**src/rtl/serieparalelo_lock_ctrl.sv**
```systemverilog
// Symbol-lock controller for the serial-to-parallel receive path.
// It enables the deserializer and waits for a run of consecutive COM symbols,
// then forwards data bytes and flags IDL bytes. Lock is kept alive by COMs,
// and is dropped when too many valid bytes pass without one.
//
//   state   | meaning
//   --------+-------------------------------------------------------------
//   OFF     | link disabled, deserializer off
//   SEARCH  | deserializer on, waiting for the first COM
//   CONFIRM | counting consecutive COMs toward LOCK_CNT
//   LOCKED  | symbol lock held; data forwarded, gap since last COM counted
module serieparalelo_lock_ctrl #(
  parameter logic [7:0] COM      = 8'hBC,
  parameter logic [7:0] IDL      = 8'h7C,
  parameter int         LOCK_CNT = 4,
  parameter int         MAX_GAP  = 16
) (
  input  logic       clk4f,
  input  logic       reset,
  input  logic       en,
  input  logic [7:0] data_in,
  input  logic       data_in_vld,
  output logic       sp_en,
  output logic       locked,
  output logic [7:0] data_out,
  output logic       valid_out,
  output logic       idle,
  output logic       lock_lost,
  output logic [1:0] state
);

  typedef enum logic [1:0] {
    ST_OFF     = 2'd0,
    ST_SEARCH  = 2'd1,
    ST_CONFIRM = 2'd2,
    ST_LOCKED  = 2'd3
  } state_t;

  localparam logic [3:0] LOCK_CNT_C = 4'(LOCK_CNT);
  localparam logic [7:0] MAX_GAP_C  = 8'(MAX_GAP);

  state_t     state_q, state_d;
  logic [3:0] com_cnt_q, com_cnt_d;
  logic [7:0] gap_cnt_q, gap_cnt_d;
  logic       sp_en_q, sp_en_d;
  logic       locked_q, locked_d;
  logic [7:0] data_out_q, data_out_d;
  logic       valid_out_q, valid_out_d;
  logic       idle_q, idle_d;
  logic       lock_lost_q, lock_lost_d;

  logic       is_com, is_other;
  logic [3:0] com_inc;
  logic [7:0] gap_inc;

  assign is_com   = data_in_vld && (data_in == COM);
  assign is_other = data_in_vld && (data_in != COM);
  assign com_inc  = com_cnt_q + 4'd1;
  assign gap_inc  = gap_cnt_q + 8'd1;

  // Next-state, counter and registered-output computation.
  always_comb begin
    state_d     = state_q;
    com_cnt_d   = com_cnt_q;
    gap_cnt_d   = gap_cnt_q;
    data_out_d  = data_out_q;
    valid_out_d = 1'b0;
    idle_d      = 1'b0;
    lock_lost_d = 1'b0;

    // A byte accepted while LOCKED is forwarded even if this edge also drops lock.
    if (state_q == ST_LOCKED && is_other) begin
      if (data_in == IDL) begin
        idle_d = 1'b1;
      end else begin
        valid_out_d = 1'b1;
        data_out_d  = data_in;
      end
    end

    if (!en) begin
      state_d   = ST_OFF;
      com_cnt_d = 4'd0;
      gap_cnt_d = 8'd0;
    end else begin
      unique case (state_q)
        ST_OFF: begin
          state_d = ST_SEARCH;
        end
        ST_SEARCH: begin
          if (is_com) begin
            if (LOCK_CNT_C == 4'd1) begin
              state_d   = ST_LOCKED;
              com_cnt_d = 4'd0;
              gap_cnt_d = 8'd0;
            end else begin
              state_d   = ST_CONFIRM;
              com_cnt_d = 4'd1;
            end
          end
        end
        ST_CONFIRM: begin
          if (is_com) begin
            if (com_inc == LOCK_CNT_C) begin
              state_d   = ST_LOCKED;
              com_cnt_d = 4'd0;
              gap_cnt_d = 8'd0;
            end else begin
              com_cnt_d = com_inc;
            end
          end else if (is_other) begin
            state_d   = ST_SEARCH;
            com_cnt_d = 4'd0;
          end
        end
        ST_LOCKED: begin
          if (is_com) begin
            gap_cnt_d = 8'd0;
          end else if (is_other) begin
            if (gap_inc == MAX_GAP_C) begin
              state_d     = ST_SEARCH;
              lock_lost_d = 1'b1;
              gap_cnt_d   = 8'd0;
              com_cnt_d   = 4'd0;
            end else begin
              gap_cnt_d = gap_inc;
            end
          end
        end
        default: state_d = ST_OFF;
      endcase
    end

    sp_en_d  = (state_d != ST_OFF);
    locked_d = (state_d == ST_LOCKED);
  end

  // State, counters and all outputs registered; async active-low clear.
  always_ff @(posedge clk4f or negedge reset) begin
    if (!reset) begin
      state_q     <= ST_OFF;
      com_cnt_q   <= 4'd0;
      gap_cnt_q   <= 8'd0;
      sp_en_q     <= 1'b0;
      locked_q    <= 1'b0;
      data_out_q  <= 8'h00;
      valid_out_q <= 1'b0;
      idle_q      <= 1'b0;
      lock_lost_q <= 1'b0;
    end else begin
      state_q     <= state_d;
      com_cnt_q   <= com_cnt_d;
      gap_cnt_q   <= gap_cnt_d;
      sp_en_q     <= sp_en_d;
      locked_q    <= locked_d;
      data_out_q  <= data_out_d;
      valid_out_q <= valid_out_d;
      idle_q      <= idle_d;
      lock_lost_q <= lock_lost_d;
    end
  end

  assign sp_en     = sp_en_q;
  assign locked    = locked_q;
  assign data_out  = data_out_q;
  assign valid_out = valid_out_q;
  assign idle      = idle_q;
  assign lock_lost = lock_lost_q;
  assign state     = state_q;

endmodule

```
**config.mk**
```make
export PLATFORM = sky130hd
export DESIGN_NAME = serieparalelo_lock_ctrl
export DESIGN_NICKNAME = d
export VERILOG_FILES = /design/src/rtl/serieparalelo_lock_ctrl.sv
export SDC_FILE = /design/constraint.sdc
export NUM_CORES = 1
export LEC_CHECK = 0
export BUFFER_PORTS_ARGS = -buffer_cell sky130_fd_sc_hd__buf_2
export CAP_MARGIN = 20
export CORE_UTILIZATION = 40
export DETAILED_ROUTE_END_ITERATION = 8
export GPL_ROUTABILITY_DRIVEN = 0
export SLEW_MARGIN = 15
export SYNTH_ARGS = -nofsm -noshare
export SYNTH_HDL_FRONTEND = slang
export SYNTH_SLANG_ARGS = --single-unit
```
**constraint.sdc**
```tcl
create_clock -name clk4f -period 1.8 [get_ports clk4f]
set_input_delay 0.09 -clock clk4f [delete_from_list [all_inputs] [get_ports clk4f]]
set_output_delay 0.09 -clock clk4f [all_outputs]
set_load 0.05 [all_outputs]
```
---- Yosys cells after proc, flatten, opt, wreduce, memory -nomap -nowiden ----
Cells that the tools add are included.
operators by class
  add/sub/neg operators ................... 2
  $mul .................................... 0
  div/mod/pow operators ................... 0
  magnitude comparators ................... 0
  equal/unequal tests ..................... 19
  shift-type cells ........................ 0
  muxes and demuxes ....................... 34
  bitwise logic cells ..................... 1
  reductions and logical operators ........ 8
operators with widths
  operator                                              count
  2-to-1 mux 8 bit                                      6
  2-to-1 mux 4 bit                                      8
  2-to-1 mux 2 bit                                      8
  case mux 8 bit (2 select lines)                       1
  != test 3 bit (second input constant)                 5
  case mux 4 bit (3 select lines)                       1
  2-to-1 mux 1 bit                                      9
  adder 8 x 1 -> 8 bit (second input constant)          1
  equality test 8 x 5 -> 1 bit (second input constant)  1
  equality test 8 x 7 -> 1 bit (second input constant)  1
  equality test 8 bit (second input constant)           1
  != test 4 bit (second input constant)                 2
  != test 8 bit (second input constant)                 1
  case mux 2 bit (4 select lines)                       1
  equality test 2 bit (second input constant)           3
  AND reduction 6 bit                                   1
  adder 4 x 1 -> 4 bit (second input constant)          1
  equality test 4 x 3 -> 1 bit (second input constant)  1
  != test 4 x 1 -> 1 bit (second input constant)        1
  AND reduction 4 bit                                   1
  logical AND 1 bit                                     3
  != test 3 x 1 -> 1 bit (second input constant)        1
  != test 3 x 2 -> 1 bit (second input constant)        1
  equality test 2 x 1 -> 1 bit (second input constant)  1
  other kinds (4)                                       4
word-level totals
  bits in registers ....................... 27
  bits in latches ......................... 0
  RAM bits ................................ 0
  bits in read-only memories .............. 0
  bits of input ports ..................... 12
  word-level logic and storage cells ...... 73
  memories kept ........................... 0

---- Logic depth before layout (Yosys ltp) ----
  depth after elaboration ................. 8
  mapped depth ............................ 9

---- Worst setup path after synthesis ----
Ideal clock, no wire load.
  kind .................................... reg-to-reg
  from .................................... register state_q[0] (netlist: state[0])
  to ...................................... register com_cnt_q[1]
  library setup time ...................... 0.078 ns
  data arrival time ....................... 2.246 ns
  data required time ...................... 1.722 ns
  setup slack ............................. -0.524 ns
  cell stages (with the launch flop) ...... 10
  path buffers ............................ 1
  clock period less this slack ............ 2.324 ns
  cell sequence ........................... dfrtp_1 > inv_1 > ha_1 > buf_2 > nor2_1 > o21ai_0 > o21a_1 > a221o_1 > or3_1 > a21boi_1
between the ends
  longest elaborated chain between the ends .. 3
RTL lines
  what                                                                             line  text
  from (decl)                                                                      42    state_t state_q, state_d;
  from (signal assigned)                                                           151   state_q <= state_d;
  equality test 2 bit / equality test 2 x 1 -> 1 bit (equally long branches)       86    unique case (state_q)
  != test 4 x 1 -> 1 bit (no source line), or another cell as far along            --
  AND reduction 6 bit (no source line) / 2-to-1 mux 4 bit (equally long branches)  --
  to (signal assigned)                                                             152   com_cnt_q <= com_cnt_d;
  to (decl)                                                                        43    logic [3:0] com_cnt_q, com_cnt_d;
Parallel ways exist; a longest one is shown, timed or not.
A chain may end at the register's enable or synchronous reset.

---- Final worst setup path ----
Same ends and word-level chain as after synthesis.

==> summary.md <==
| Metric | Value |
|---|---|
| Distinct cell type count after synthesis | 46 |
| First-pass GRT wire length | 6.313 mm |
| Synth Area in Compound Gates | 0.1855 |
| Main combinational cell family by area after synthesis | simple AND/OR/NAND/NOR gates |
| DRT iter0 DRCs | 37 |
| Seq/Total Area, Yosys | 0.4337 |
| Max-slew violation count | 0 |
| Crit path DAT | between 2000 and 2500 ps |
| Commonest non-fill, non-tap cell in the layout | buf_4 |
| Buffers on Ports | 26 |
| Crit. End Element | flop |
| Simple-gate portion of the synthesized area | 0.2225 |
| XOR/XNOR Fraction of Synth Area | 0.01124 |
| Setup Crit Path Kind | reg -> reg |
| Final min period | 1986 ps |
| Main synth FF type | dfrtp_1 |
| Worst setup margin | -186.0 ps |
| Die W | between 60 and 70 µm |
| Number of max-cap violations | 0 |
| GRT overflow | 0 |
| Area Growth Syn to Fin | 43.61% |
| Psw | ~380 µW |
| Initial DRT Pass Iterations | 4 |
| Worst setup SP type | flop |
| # DRC | 0 |
| Maximum vdd ir drop | between 0.0004 and 0.0005 V |
| Post-synth EDFFs | 0 |
| Via/cell ratio | around 5.4 |
| Die area | just over 4000 µm² |
| Relative slew slack | 0.5995 |
| Slew @ Worst Pin | between 600 and 700 ps |
| Post-synth ARST share | 1.000 |
| Final-stage net count | ~230 |
| Status | complete, but fails checks |
| CTS sink cnt | 27 |
| Cells after synthesis | about 150 |
| Fin. Hold Viols | 0 |
| CTS tree | done |
| Int Pwr | between 800 and 900 µW |
| Vias | around 1400 |
| N_diodes | 0 |
| Sequential cell fraction of total power | 0.515 |
| Hold Path Class | in -> reg |
| Setup WS pre-CTS | -226.6 ps |
| CTS clk-pin slew, worst paths | ~90 ps |
| Sw Ratio | 0.2995 |
| Post-route cell area | 2237 µm² |
| Share of cells above drive strength 1 | 0.5450 |
| Detailed Place HPWL | between 2 and 3 mm |
| Post-route insts no fill | between 200 and 300 |
| FMAX | just over 0.5 GHz |
| Vias in the first global route | approximately 1400 |
| Antenna violations before repair | 0 |
| Initial cell density of the core | 0.4223 |
| Syn Area/Cell | ~11 µm² |
| Part of the power in combinational logic | 0.207 |
| Synthesized-area fraction occupied by adder cells | 0.05622 |
| Clock Latency Late Sink | ~270 ps |
| Syn nets | between 150 and 200 |
| Final setup viols | 16 |
| H-tree depth | 1 |
| Mapped cell area | between 1500 and 2000 µm² |
| Clock Tree Buf Depth | 2 |
| RSZ-0062 raised after global routing | true |
| Most frequent cells in the layout | buf_4, buf_2, dfrtp_1 |
| Post-route ant nets | 0 |
| DP Area | roughly 1900 µm² |
| Row cnt | 22 |
| Synth warn | 0 |
| Pin count of the biggest net entering global routing | 28 |
| Failing checks | setup timing |
| FILL cells | around 300 |
| Leakage | 1.044 nW |
| Synthesized flop and latch total | 27 |
| GRT Total Usage | 0.1973 |
| Drt wl/cell | around 15 µm |
| Power share of the clock group | 0.277 |
| Crit share post-route | 1.103 |
| Root Driver | clkbuf_8 |
| Area of the core | between 3000 and 4000 µm² |
| WL final | approximately 3.8 mm |
| Num CTS Buffers | 3 |
| Reg2Reg Setup Slack | -190 ps |
| Critical Path Fanout Max | 5 |
| CP required | about 2000 ps |
| Multiplexer area fraction after synthesis | 0.07149 |
| Die Ht | 64.41 µm |
| Skew final | about 2.7 ps |
| Placed insts | between 200 and 250 |
| P per Cell Area | between 500 and 600 nW/µm² |
| Ports | 27 |
[cell usage after synthesis (2+ instances only)]
| library cell | instances | area (µm²) |
|---|---|---|
| inv_1 | 4 | 15.01 |
| mux2_2 | 9 | 101.4 |
| nor4b_1 | 2 | 17.52 |
| and3_4 | 2 | 22.52 |
| xor2_1 | 2 | 17.52 |
| and2_2 | 2 | 15.01 |
| nor2b_1 | 8 | 50.05 |
| ha_1 | 7 | 87.58 |
| dfrtp_1 | 27 | 675.7 |
| nand2_1 | 9 | 33.78 |
| a21boi_0 | 2 | 15.01 |
| a21oi_1 | 3 | 15.01 |
| a22oi_1 | 2 | 15.01 |
| o21ai_0 | 11 | 55.05 |
| a211oi_1 | 3 | 22.52 |
| nand3b_1 | 2 | 15.01 |
| buf_2 | 3 | 15.01 |
| o22ai_1 | 3 | 18.77 |
| nor2_1 | 6 | 22.52 |
| nand3_1 | 8 | 40.04 |
| nand2b_1 | 3 | 18.77 |
| o31ai_1 | 3 | 22.52 |
| and2_1 | 2 | 12.51 |
[state kept, by name, summed over array words and instances, names as in the netlist]
name	count
sp_en	1
locked	1
idle	1
gap_cnt_q	8
valid_out	1
state	2
data_out	8
com_cnt_q	4
lock_lost	1
[path summary, 6_finish.rpt]
kind                                    startpoint                       end  cells past startpoint
max reg2reg                     state[0]$_DFF_PN0_  com_cnt_q[1]$_DFFE_PN0P_                      8
max                             state[0]$_DFF_PN0_  com_cnt_q[1]$_DFFE_PN0P_                      8
min reg2reg                data_out[4]$_DFFE_PN0P_   data_out[4]$_DFFE_PN0P_                      1
max in group asynchronous                    reset  com_cnt_q[1]$_DFFE_PN0P_                      2
min in group asynchronous                    reset           sp_en$_DFF_PN0_                      2
min                                     data_in[7]            idle$_DFF_PN0_                      2
[logic make-up after synthesis]
kind of cell | count (synthesis)
adder cells (fa/ha/maj) | 7
XOR/XNOR | 2
flip-flops | 27
buffers and inverters | 7
AO/OA/AOI/OAI | 38
multiplexers | 10
AND/OR/NAND/NOR | 55
[area by class of cell]
| type | instances | area (µm²) | share of cell area |
|---|---|---|---|
| Multi-Input combinational cell | 112 | 1007 | 0.4502 |
| Tap cell | 48 | 60.06 | 0.02685 |
| Clock buffer | 4 | 45.04 | 0.02013 |
| Timing Repair Buffer | 64 | 429.2 | 0.1918 |
| Sequential cell | 27 | 680.7 | 0.3043 |
| Inverter | 4 | 15.01 | 0.006711 |
[power groups by stage]
stage	Sequential, mW	Combinational [mW]	Clock [mW]
floorplan	0.748	0.0710	0
global placement	0.659	0.236	0
detailed placement	0.661	0.242	0
CTS	0.650	0.254	0.361
global route	0.655	0.279	0.384
finish	0.650	0.261	0.349
[per-layer routing]
metal  share of wire  vias to the layer above  GRT usage
met5               0                        -          0
met4           0.014                        0    0.06667
met3           0.025                        5    0.02143
met2            0.52                       34     0.3539
met1            0.45                      686     0.2430
li1                -                      672          -
[critical path, stage by stage (launching register included)]
cell	delay [ps]
dfrtp_2	430
inv_2	70
ha_4	250
nor2b_1	110
o21ai_1	100
o21a_1	130
a221o_1	350
or3_1	340
a21boi_1	120
[through the flow]
| step | setup TNS, ps | util | hold slack (ps) | power (mW) |
|---|---|---|---|---|
| after floorplan | -1278 | - | -205.6 | 0.8187 |
| after global placement | -1121 | 0.5271 | 129.3 | 0.8942 |
| after detailed placement | -1785 | 0.5271 | 148.0 | 0.9032 |
| after CTS | -1350 | 0.5709 | 11.20 | 1.265 |
| after global routing | -2712 | 0.6065 | 24.34 | 1.318 |
| final | -1335 | 0.6065 | 12.40 | 1.261 |
[repair_timing]
action / in CTS / in global routing
endpoints found under the hold margin: 27 / 0
hold buffers: 1 / 0
setup buffers: 7 / 3
endpoints found under the setup margin: 16 / 16
pin swaps: 9 / 5
gates resized for setup: 14 / 25
Power figures use the tool's default switching activity.
